<file path="src/rtl/data_memory_arbiter.sv">
// Two-port round-robin arbiter in front of the single-port data memory, with a bounded lock for bursts.
// Optional counters are enabled by defining DATA_MEMORY_ARBITER_STATS_EN.

module data_memory_arbiter_rsp (
  input  logic        clock,
  input  logic        reset,
  input  logic        accept,
  input  logic        write,
  input  logic [31:0] mem_q,
  output logic        rsp_valid,
  output logic [31:0] rsp_rdata
);

  logic        vld_q;
  logic [31:0] rdata_q;

  always_ff @(posedge clock) begin
    if (reset) begin
      vld_q   <= 1'b0;
      rdata_q <= '0;
    end else begin
      vld_q <= accept;
      if (accept) rdata_q <= write ? 32'h0 : mem_q;
    end
  end

  // Masked while reset is high so a response due in the reset cycle is dropped.
  assign rsp_valid = vld_q & ~reset;
  assign rsp_rdata = reset ? 32'h0 : rdata_q;

endmodule

module data_memory_arbiter #(
  parameter int ADDR_WIDTH = 15,
  parameter int MAX_HOLD   = 4
) (
  input  logic                  clock,
  input  logic                  reset,
  input  logic                  req0_valid,
  output logic                  req0_ready,
  input  logic [ADDR_WIDTH-1:0] req0_address,
  input  logic                  req0_write,
  input  logic [3:0]            req0_byteena,
  input  logic [31:0]           req0_wdata,
  input  logic                  req0_lock,
  output logic                  rsp0_valid,
  output logic [31:0]           rsp0_rdata,
  input  logic                  req1_valid,
  output logic                  req1_ready,
  input  logic [ADDR_WIDTH-1:0] req1_address,
  input  logic                  req1_write,
  input  logic [3:0]            req1_byteena,
  input  logic [31:0]           req1_wdata,
  input  logic                  req1_lock,
  output logic                  rsp1_valid,
  output logic [31:0]           rsp1_rdata,
  output logic [ADDR_WIDTH-1:0] mem_address,
  output logic                  mem_wren,
  output logic [3:0]            mem_byteena,
  output logic [31:0]           mem_data,
  input  logic [31:0]           mem_q
`ifdef DATA_MEMORY_ARBITER_STATS_EN
  ,
  output logic [31:0]           stat_grants0,
  output logic [31:0]           stat_grants1,
  output logic [31:0]           stat_conflicts
`endif
);

  localparam int NUM_PORTS = 2;
  localparam logic [3:0] HOLD_LIMIT = 4'(MAX_HOLD - 1);

  typedef struct packed {
    logic                  valid;
    logic                  write;
    logic                  lock;
    logic [ADDR_WIDTH-1:0] address;
    logic [3:0]            byteena;
    logic [31:0]           wdata;
  } req_t;

  req_t [NUM_PORTS-1:0]        req;
  logic [NUM_PORTS-1:0]        grant;
  logic [NUM_PORTS-1:0]        rsp_valid;
  logic [NUM_PORTS-1:0][31:0]  rsp_rdata;
  logic                        last_grant, last_grant_nxt;
  logic [3:0]                  hold_cnt, hold_cnt_nxt;
  logic                        sel;

  always_comb begin
    req[0] = '{valid: req0_valid, write: req0_write, lock: req0_lock,
               address: req0_address, byteena: req0_byteena, wdata: req0_wdata};
    req[1] = '{valid: req1_valid, write: req1_write, lock: req1_lock,
               address: req1_address, byteena: req1_byteena, wdata: req1_wdata};
  end

  // State register
  always_ff @(posedge clock) begin
    if (reset) begin
      last_grant <= 1'b1;
      hold_cnt   <= '0;
    end else begin
      last_grant <= last_grant_nxt;
      hold_cnt   <= hold_cnt_nxt;
    end
  end

  // Grant: lone requester wins; on a tie the locked owner keeps it until the hold budget runs out.
  always_comb begin
    grant = '0;
    if (!reset) begin
      case ({req[1].valid, req[0].valid})
        2'b01: grant = 2'b01;
        2'b10: grant = 2'b10;
        2'b11: begin
          if (req[last_grant].lock && (hold_cnt < HOLD_LIMIT))
            grant = last_grant ? 2'b10 : 2'b01;
          else
            grant = last_grant ? 2'b01 : 2'b10;
        end
        default: grant = '0;
      endcase
    end
  end

  // Next state
  always_comb begin
    last_grant_nxt = last_grant;
    hold_cnt_nxt   = hold_cnt;
    if (|grant) begin
      if (grant[last_grant]) begin
        hold_cnt_nxt = (hold_cnt == 4'hF) ? hold_cnt : hold_cnt + 4'd1;
      end else begin
        last_grant_nxt = ~last_grant;
        hold_cnt_nxt   = '0;
      end
    end
  end

  // Outputs: idle cycles still steer the last owner's payload so the bus is deterministic.
  always_comb begin
    sel         = (|grant) ? grant[1] : last_grant;
    mem_address = req[sel].address;
    mem_data    = req[sel].wdata;
    mem_wren    = (|grant) & req[sel].write;
    mem_byteena = (|grant) ? req[sel].byteena : 4'b0000;
  end

  assign req0_ready = grant[0];
  assign req1_ready = grant[1];

  for (genvar p = 0; p < NUM_PORTS; p++) begin : g_port
    data_memory_arbiter_rsp u_rsp (
      .clock     (clock),
      .reset     (reset),
      .accept    (grant[p]),
      .write     (req[p].write),
      .mem_q     (mem_q),
      .rsp_valid (rsp_valid[p]),
      .rsp_rdata (rsp_rdata[p])
    );
  end

  assign rsp0_valid = rsp_valid[0];
  assign rsp0_rdata = rsp_rdata[0];
  assign rsp1_valid = rsp_valid[1];
  assign rsp1_rdata = rsp_rdata[1];

`ifdef DATA_MEMORY_ARBITER_STATS_EN
  logic [NUM_PORTS-1:0][31:0] grants_cnt;
  logic [31:0]                conflicts_cnt;

  always_ff @(posedge clock) begin
    if (reset) begin
      grants_cnt    <= '0;
      conflicts_cnt <= '0;
    end else begin
      for (int p = 0; p < NUM_PORTS; p++)
        if (grant[p] && (grants_cnt[p] != 32'hFFFF_FFFF)) grants_cnt[p] <= grants_cnt[p] + 32'd1;
      if (req[0].valid && req[1].valid && (conflicts_cnt != 32'hFFFF_FFFF))
        conflicts_cnt <= conflicts_cnt + 32'd1;
    end
  end

  assign stat_grants0   = grants_cnt[0];
  assign stat_grants1   = grants_cnt[1];
  assign stat_conflicts = conflicts_cnt;
`endif

endmodule

</file>
<file path="config.mk">
export PLATFORM = sky130hd
export DESIGN_NAME = data_memory_arbiter
export DESIGN_NICKNAME = d
export VERILOG_FILES = /design/src/rtl/data_memory_arbiter.sv
export SDC_FILE = /design/constraint.sdc
export NUM_CORES = 1
export LEC_CHECK = 0
export ABC_AREA = 1
export BUFFER_PORTS_ARGS = -buffer_cell sky130_fd_sc_hd__buf_2
export CAP_MARGIN = 20
export CORE_ASPECT_RATIO = 0.5
export CORE_MARGIN = 10
export CORE_UTILIZATION = 35
export DETAILED_ROUTE_END_ITERATION = 7
export REMOVE_ABC_BUFFERS = 1
export SKIP_CTS_REPAIR_TIMING = 1
export SYNTH_ARGS = -nofsm -noshare
export SYNTH_HDL_FRONTEND = slang
export SYNTH_HIERARCHICAL = 1
export SYNTH_SLANG_ARGS = --single-unit
</file>
<file path="constraint.sdc">
create_clock -name clock -period 4.2 [get_ports clock]
set_input_delay 0.42 -clock clock [delete_from_list [all_inputs] [get_ports clock]]
set_output_delay 0.42 -clock clock [all_outputs]
set_load 0.02 [all_outputs]
</file>
==> flow_summary.toml, run 1 <==
[power]
leakagePower_uw = 0.00381
power_density_nw_per_um2 = 309
power_uw = 2040
peakVddDrop_mv = 0.146

[synthesis]
netlist_area_sq_um = 5070
yosys.area.top_type_share_pct = 28.0
synth.most_common_cell = "nand2_1"
yosys-top-cells-area = "dfxtp_1, nand2_1, inv_1, nor2_4, o21ai_2"
ys_types = 24
syn-instance-count = 771
synth_seq_cells = 71
syn_avg_cell_area_sq_um = 6.57
synth_common_cells = "nand2_1, inv_1, nor2_1, dfxtp_1, o21ai_2"
synth.yosys.seq_area_share_pct = 28.0
synth_edf_count = 0
yosysWarnings = 6
async_reset_ff_share_pct = 0
ys.flop_type = "dfxtp_1"
yosys.area.top_type = "dfxtp_1"

[min_path]
worstHoldPathCells = 3
hold_start = "reset"
hold_path.class = "in2reg"

[worst_setup_path]
required_ns = 3.78
reg2reg_to = "g_port[0].u_rsp/rdata_q[16]"
crit_path_start_kind = "flop"
slowest_delay_ns = 0.38
cp_common_cell = "nand2_1"
critPathCaptureType = "primary output"
r2r-start = "hold_cnt[0]"
rrSetupSlack_ns = 1.86
path_max_fanout = 33
crit_path_cell_trace = "ha_1, nor2_2, nand2_1, nand2_1, nand3_2, nand2_4, nand2_2, o21ai_4, buf_4, nand2_1, o21ai_2, buf_2"
startpoint = "hold_cnt[0]"
slowest_stage = "o21ai_4"
path_class = "reg2out"
critPathArrivalTime_ns = 2.53
worstRegToRegCells = 12
endpoint = "mem_data[4]"

[sta]
fin_skew_ns = 0.00536
finalSetupTns_ns = 0
max_slew_margin_pct = 30.6
finalCritPeriodShare_pct = 70.1
setup_viol_count_final = 0
hold_violations = 0
tightestPinTransition_ns = 1.04
fin_crit_ns = 2.95
clock.fmax_ghz = 0.339
finalMaxSlewViolations = 0
rsz0062_at_grt = "false"

[drt]
dr_total_vias = 4929
wl_met1_um = 6850
wl_per_cell_um = 14.1
drt-total-wl_um = 17000
drt-initial-drc-count = 172
viasPerCell = 4.07
firstDrtPassIters = 4
wl_met2_um = 8690
wl_met3_um = 1400
top_layer = "met4"
drc = 0
drtAntennaViolNets = 0

[finish]
fin_nets = 1157
area_growth_pct = 30.2
final_cells = 1211
utilization_pct = 47.6
drive_gt1_share_pct = 41.9
insertedDiodeCount = 0

[clock_network]
cts_tree = "done"
root_buffer = "clkbuf_16"
clkTransAtPathRegs_ns = 0.06
h-tree-depth = 3
cts.path.max_buffers = 2
clock_latency_ns = 0.32
cts_buffers = 9
clkSinkCount = 71

[grt]
grt_max_degree = 39
grt_overflow = 0
grt_usage_pct = 16.2
grt_pass1_vias = 4829
grt_pass1_wl_um = 26400
antenna_found_initial = 1

[placement]
place.gp.congestion = 0.831
hpwl_um = 13300
dp.cells = 1195
io_buffers = 261

[die]
dieHeight_um = 105
pin_count = 262
dieArea_sq_um = 20000
start_util_pct = 36.6
num_rows = 30
coreArea_sq_um = 13900
fp.dieW_um = 190

[status]
status = "finished, final reports clean"

[job]
max_cap_violations = 0
## report_power, final
group	leakage [uW]	total [uW]	internal [uW]	switching, uW
registers	0.000576	705	698	7.96
clock network	0.000156	786	507	279
logic	0.00307	546	186	360
## state kept, by name, indices dropped and copies added (netlist names)
| register | flops |
|---|---|
| g_port.u_rsp/vld_q | 2 |
| hold_cnt | 4 |
| last_grant | 1 |
| g_port.u_rsp/rdata_q | 64 |
## cell usage in the layout (no fill, tap or decap), types with 2 or more instances in the layout
cell,Yosys,routed
nor2_2,21,21
nor2_4,38,38
clkinv_2,0,2
inv_1,192,192
clkbuf_16,0,9
o21ai_2,47,47
nor2_1,79,79
nor2_8,2,2
buf_4,0,7
nand4_1,3,3
buf_2,13,260
nand3_1,4,4
inv_2,4,4
o21ai_0,6,6
dfxtp_1,71,71
clkbuf_8,0,3
nand2_2,23,23
a21oi_2,5,5
nand2_1,232,232
## metal layers
layer / vias to the layer above / global-route usage, %
met5: - / 0
met4: 0 / 2.57
met3: 8 / 6.30
met2: 123 / 29.3
met1: 2137 / 17.8
li1: 2661 / -
## kinds of logic (layout without fill, tap and decap cells)
logic type,Yosys count,count (layout),share of synthesized area (%)
adder cells (fa/ha/maj),1,1,0.247
XOR/XNOR,1,1,0.173
buffers and inverters,233,481,22.5
AO/OA/AOI/OAI,60,60,10.0
AND/OR/NAND/NOR,405,405,39.0
flip-flops,71,71,28.0
## stage by stage
stage | setup slack, ns | cell area, sq um | hold WS, ns
2_1_floorplan | 0.930 | 4660 | 0.508
3_3_place_gp | 1.43 | 6290 | 0.494
3_5_place_dp | 1.37 | 6290 | 0.496
4_1_cts | 1.23 | 6600 | 0.289
5_1_grt | 1.03 | 6600 | 0.311
6_report | 1.25 | 6600 | 0.302
## worst min path at each step
stage / end / slack (ns)
after detailed placement: g_port[0].u_rsp/rdata_q[1] / 0.50
after CTS: last_grant / 0.29
final: last_grant / 0.30
after floorplan: hold_cnt[1] / 0.51
after global routing: last_grant / 0.31
after global placement: g_port[0].u_rsp/rdata_q[1] / 0.49
## cell type report
type | count | area (sq um)
inverters | 196 | 736
clock inverters | 3 | 40.0
multi-input cells | 467 | 2510
clock buffers | 13 | 270
repair buffers | 269 | 1390
well taps | 192 | 240
fillers | 1497 | 7250
flip-flops and latches | 71 | 1420
## worst max-delay path, delay by kind of cell (launching register included)
family          cells  cell delay [ns]
simple gates        7             0.66
buf+inv             2             0.54
compound gates      2             0.44
fa+ha+maj           1             0.22
flops               1             0.33
Power figures use the tool's default switching activity.
==> inputs of run 2 (changes only) <==
- PLACE_DENSITY: not set -> 0.67
- clock period: 4.2 -> 2.6 ns (I/O delays scaled with it)
==> run 2 against run 1 <==
Compared with the run above: utilization increased by 1.2 points; power increased by 63%; worst setup slack got worse by 1.1 ns; register-to-register slack got worse by 1.4 ns.
==> flow_summary.toml, run 2 (synthesis results as in run 1) <==
[die]
start_util_pct = 36.6
dieArea_sq_um = 20000
fp.dieW_um = 190
pin_count = 262
num_rows = 30
coreArea_sq_um = 13900
dieHeight_um = 105

[grt]
grt_overflow = 0
grt_max_degree = 74
grt_pass1_wl_um = 26200
grt_pass1_vias = 4885
antenna_found_initial = 1
grt_usage_pct = 16.2

[power]
power.switching_uw = 1070
peakVddDrop_mv = 0.280
p_sw_share_pct = 32.3
power_frac_comb_pct = 28.7
power_density_nw_per_um2 = 491
power_uw = 3320
intPower_uw = 2250
power_frac_seq_pct = 34.4
p_clk_share_pct = 36.9
leakagePower_uw = 0.00387

[job]
max_cap_violations = 0

[clock_network]
clock_latency_ns = 0.33
cts_tree = "done"
cts_buffers = 9
root_buffer = "clkbuf_16"
clkSinkCount = 71
h-tree-depth = 3
cts.path.max_buffers = 2
clkTransAtPathRegs_ns = 0.06

[worst_setup_path]
critPathCaptureType = "primary output"
rrSetupSlack_ns = 0.44
path_class = "reg2out"
slowest_delay_ns = 0.33
crit_path_cell_trace = "ha_1, nor2_2, nand2_1, nand2_1, nand3_2, nand2_4, nand2_2, o21ai_4, buf_12, nand2_1, o21ai_2, buf_4"
reg2reg_to = "g_port[1].u_rsp/rdata_q[13]"
path_max_fanout = 19
r2r-start = "last_grant"
cp_common_cell = "nand2_1"
required_ns = 2.34
crit_path_start_kind = "flop"
slowest_stage = "dfxtp_1"
critPathArrivalTime_ns = 2.16
worstRegToRegCells = 10

[min_path]
worstHoldPathCells = 3
hold_path.class = "in2reg"
hold_start = "reset"
holdPathEnd = "last_grant"

[drt]
drt-initial-drc-count = 172
viasPerCell = 4.12
wl_per_cell_um = 14.2
drtAntennaViolNets = 0
drc = 0
dr_total_vias = 5033
firstDrtPassIters = 5
drt-total-wl_um = 17300

[finish]
drive_gt1_share_pct = 42.3
final_area_sq_um = 6760
mostFrequentLayoutCells = "buf_2, nand2_1, inv_1"
mostFrequentLayoutCell = "buf_2"
reg.largest.list = "g_port.u_rsp/rdata_q x64, hold_cnt x4, g_port.u_rsp/vld_q x2"
regMostFlops = "g_port.u_rsp/rdata_q"
area_growth_pct = 33.4
fin_nets = 1166
largest_register_ffs = 64
final_cells = 1221

[sta]
fin_skew_ns = 0.00803
fin_crit_ns = 2.42
tightestPinTransition_ns = 0.688
whs_ns = 0.156
finalSetupTns_ns = 0
clock.fmax_ghz = 0.413
finalMaxSlewViolations = 0
finalCritPeriodShare_pct = 93.2
setup_viol_count_final = 0
hold_violations = 0
max_slew_margin_pct = 54.2
rsz0062_at_grt = "true"

[placement]
place.gp.congestion = 0.853
dp.cells = 1198
io_buffers = 261
hpwl_um = 13400
placed_cell_area_sq_um = 6320

[status]
status = "finished, final reports clean"
==> run 2: cell count changes in the layout (fill, tap and decap cells not counted) <==
cell	before	now
buf_12	1	2
buf_2	260	238
buf_4	7	27
buf_6	1	6
buf_8	0	1
clkbuf_1	1	2
clkbuf_16	9	10
clkbuf_4	0	2
clkbuf_8	3	1
clkinv_2	2	3
diode_2	0	1
o21ai_2	47	48
==> run 2: layout make-up <==
type | instances | area [sq um]
inverter | 196 | 736
antenna | 1 | 2.50
fill | 1426 | 7090
timing repair buffer | 277 | 1560
clock buffer | 12 | 246
tap | 192 | 240
sequential | 71 | 1420
multi-input combinational | 468 | 2510
clock inverter | 4 | 45.0
==> run 2: power groups by stage <==
stage	combinational (uW)	clock [uW]	sequential, uW
floorplan	507	0	1160
global placement	892	0	1160
detailed placement	899	0	1160
CTS	905	1260	1140
global route	1040	1310	1140
finish	952	1230	1140
==> run 2: per-layer routing <==
layer / share of wire (%) / track usage, % / routed length, um / vias to the layer above
met5: 0 / 0 / 0 / -
met4: 0.98 / 3.74 / 169 / 0
met3: 7.9 / 6.60 / 1370 / 12
met2: 52 / 29.8 / 9080 / 132
met1: 39 / 16.8 / 6710 / 2199
li1: - / - / - / 2690
==> run 2: worst max-delay path, delay by kind of cell, from the launching register on <==
family | cells | cell delay [ns]
buf+inv | 2 | 0.38
fa+ha+maj | 1 | 0.22
compound gates | 2 | 0.27
flops | 1 | 0.33
simple gates | 7 | 0.62
==> run 2: how the worst max path moves through the flow <==
| stage | to | slack, ns | start | cells after the start |
|---|---|---|---|---|
| floorplan | mem_address[0] | -0.35 | req1_valid | 5 |
| global placement | g_port[1].u_rsp/rdata_q[14] | 0.45 | hold_cnt[0] | 10 |
| detailed placement | mem_address[10] | 0.42 | hold_cnt[0] | 12 |
| CTS | mem_address[10] | 0.03 | hold_cnt[0] | 12 |
| global route | mem_address[1] | -0.02 | hold_cnt[0] | 12 |
| finish | mem_data[16] | 0.18 | hold_cnt[0] | 12 |
==> run 2: metrics by stage <==
step	setup WS, ns	utilization [%]
detailed placement	0.416	45.7
global route	-0.0168	48.8
global placement	0.449	45.7
finish	0.176	48.8
floorplan	-0.350	-
CTS	0.0281	47.8
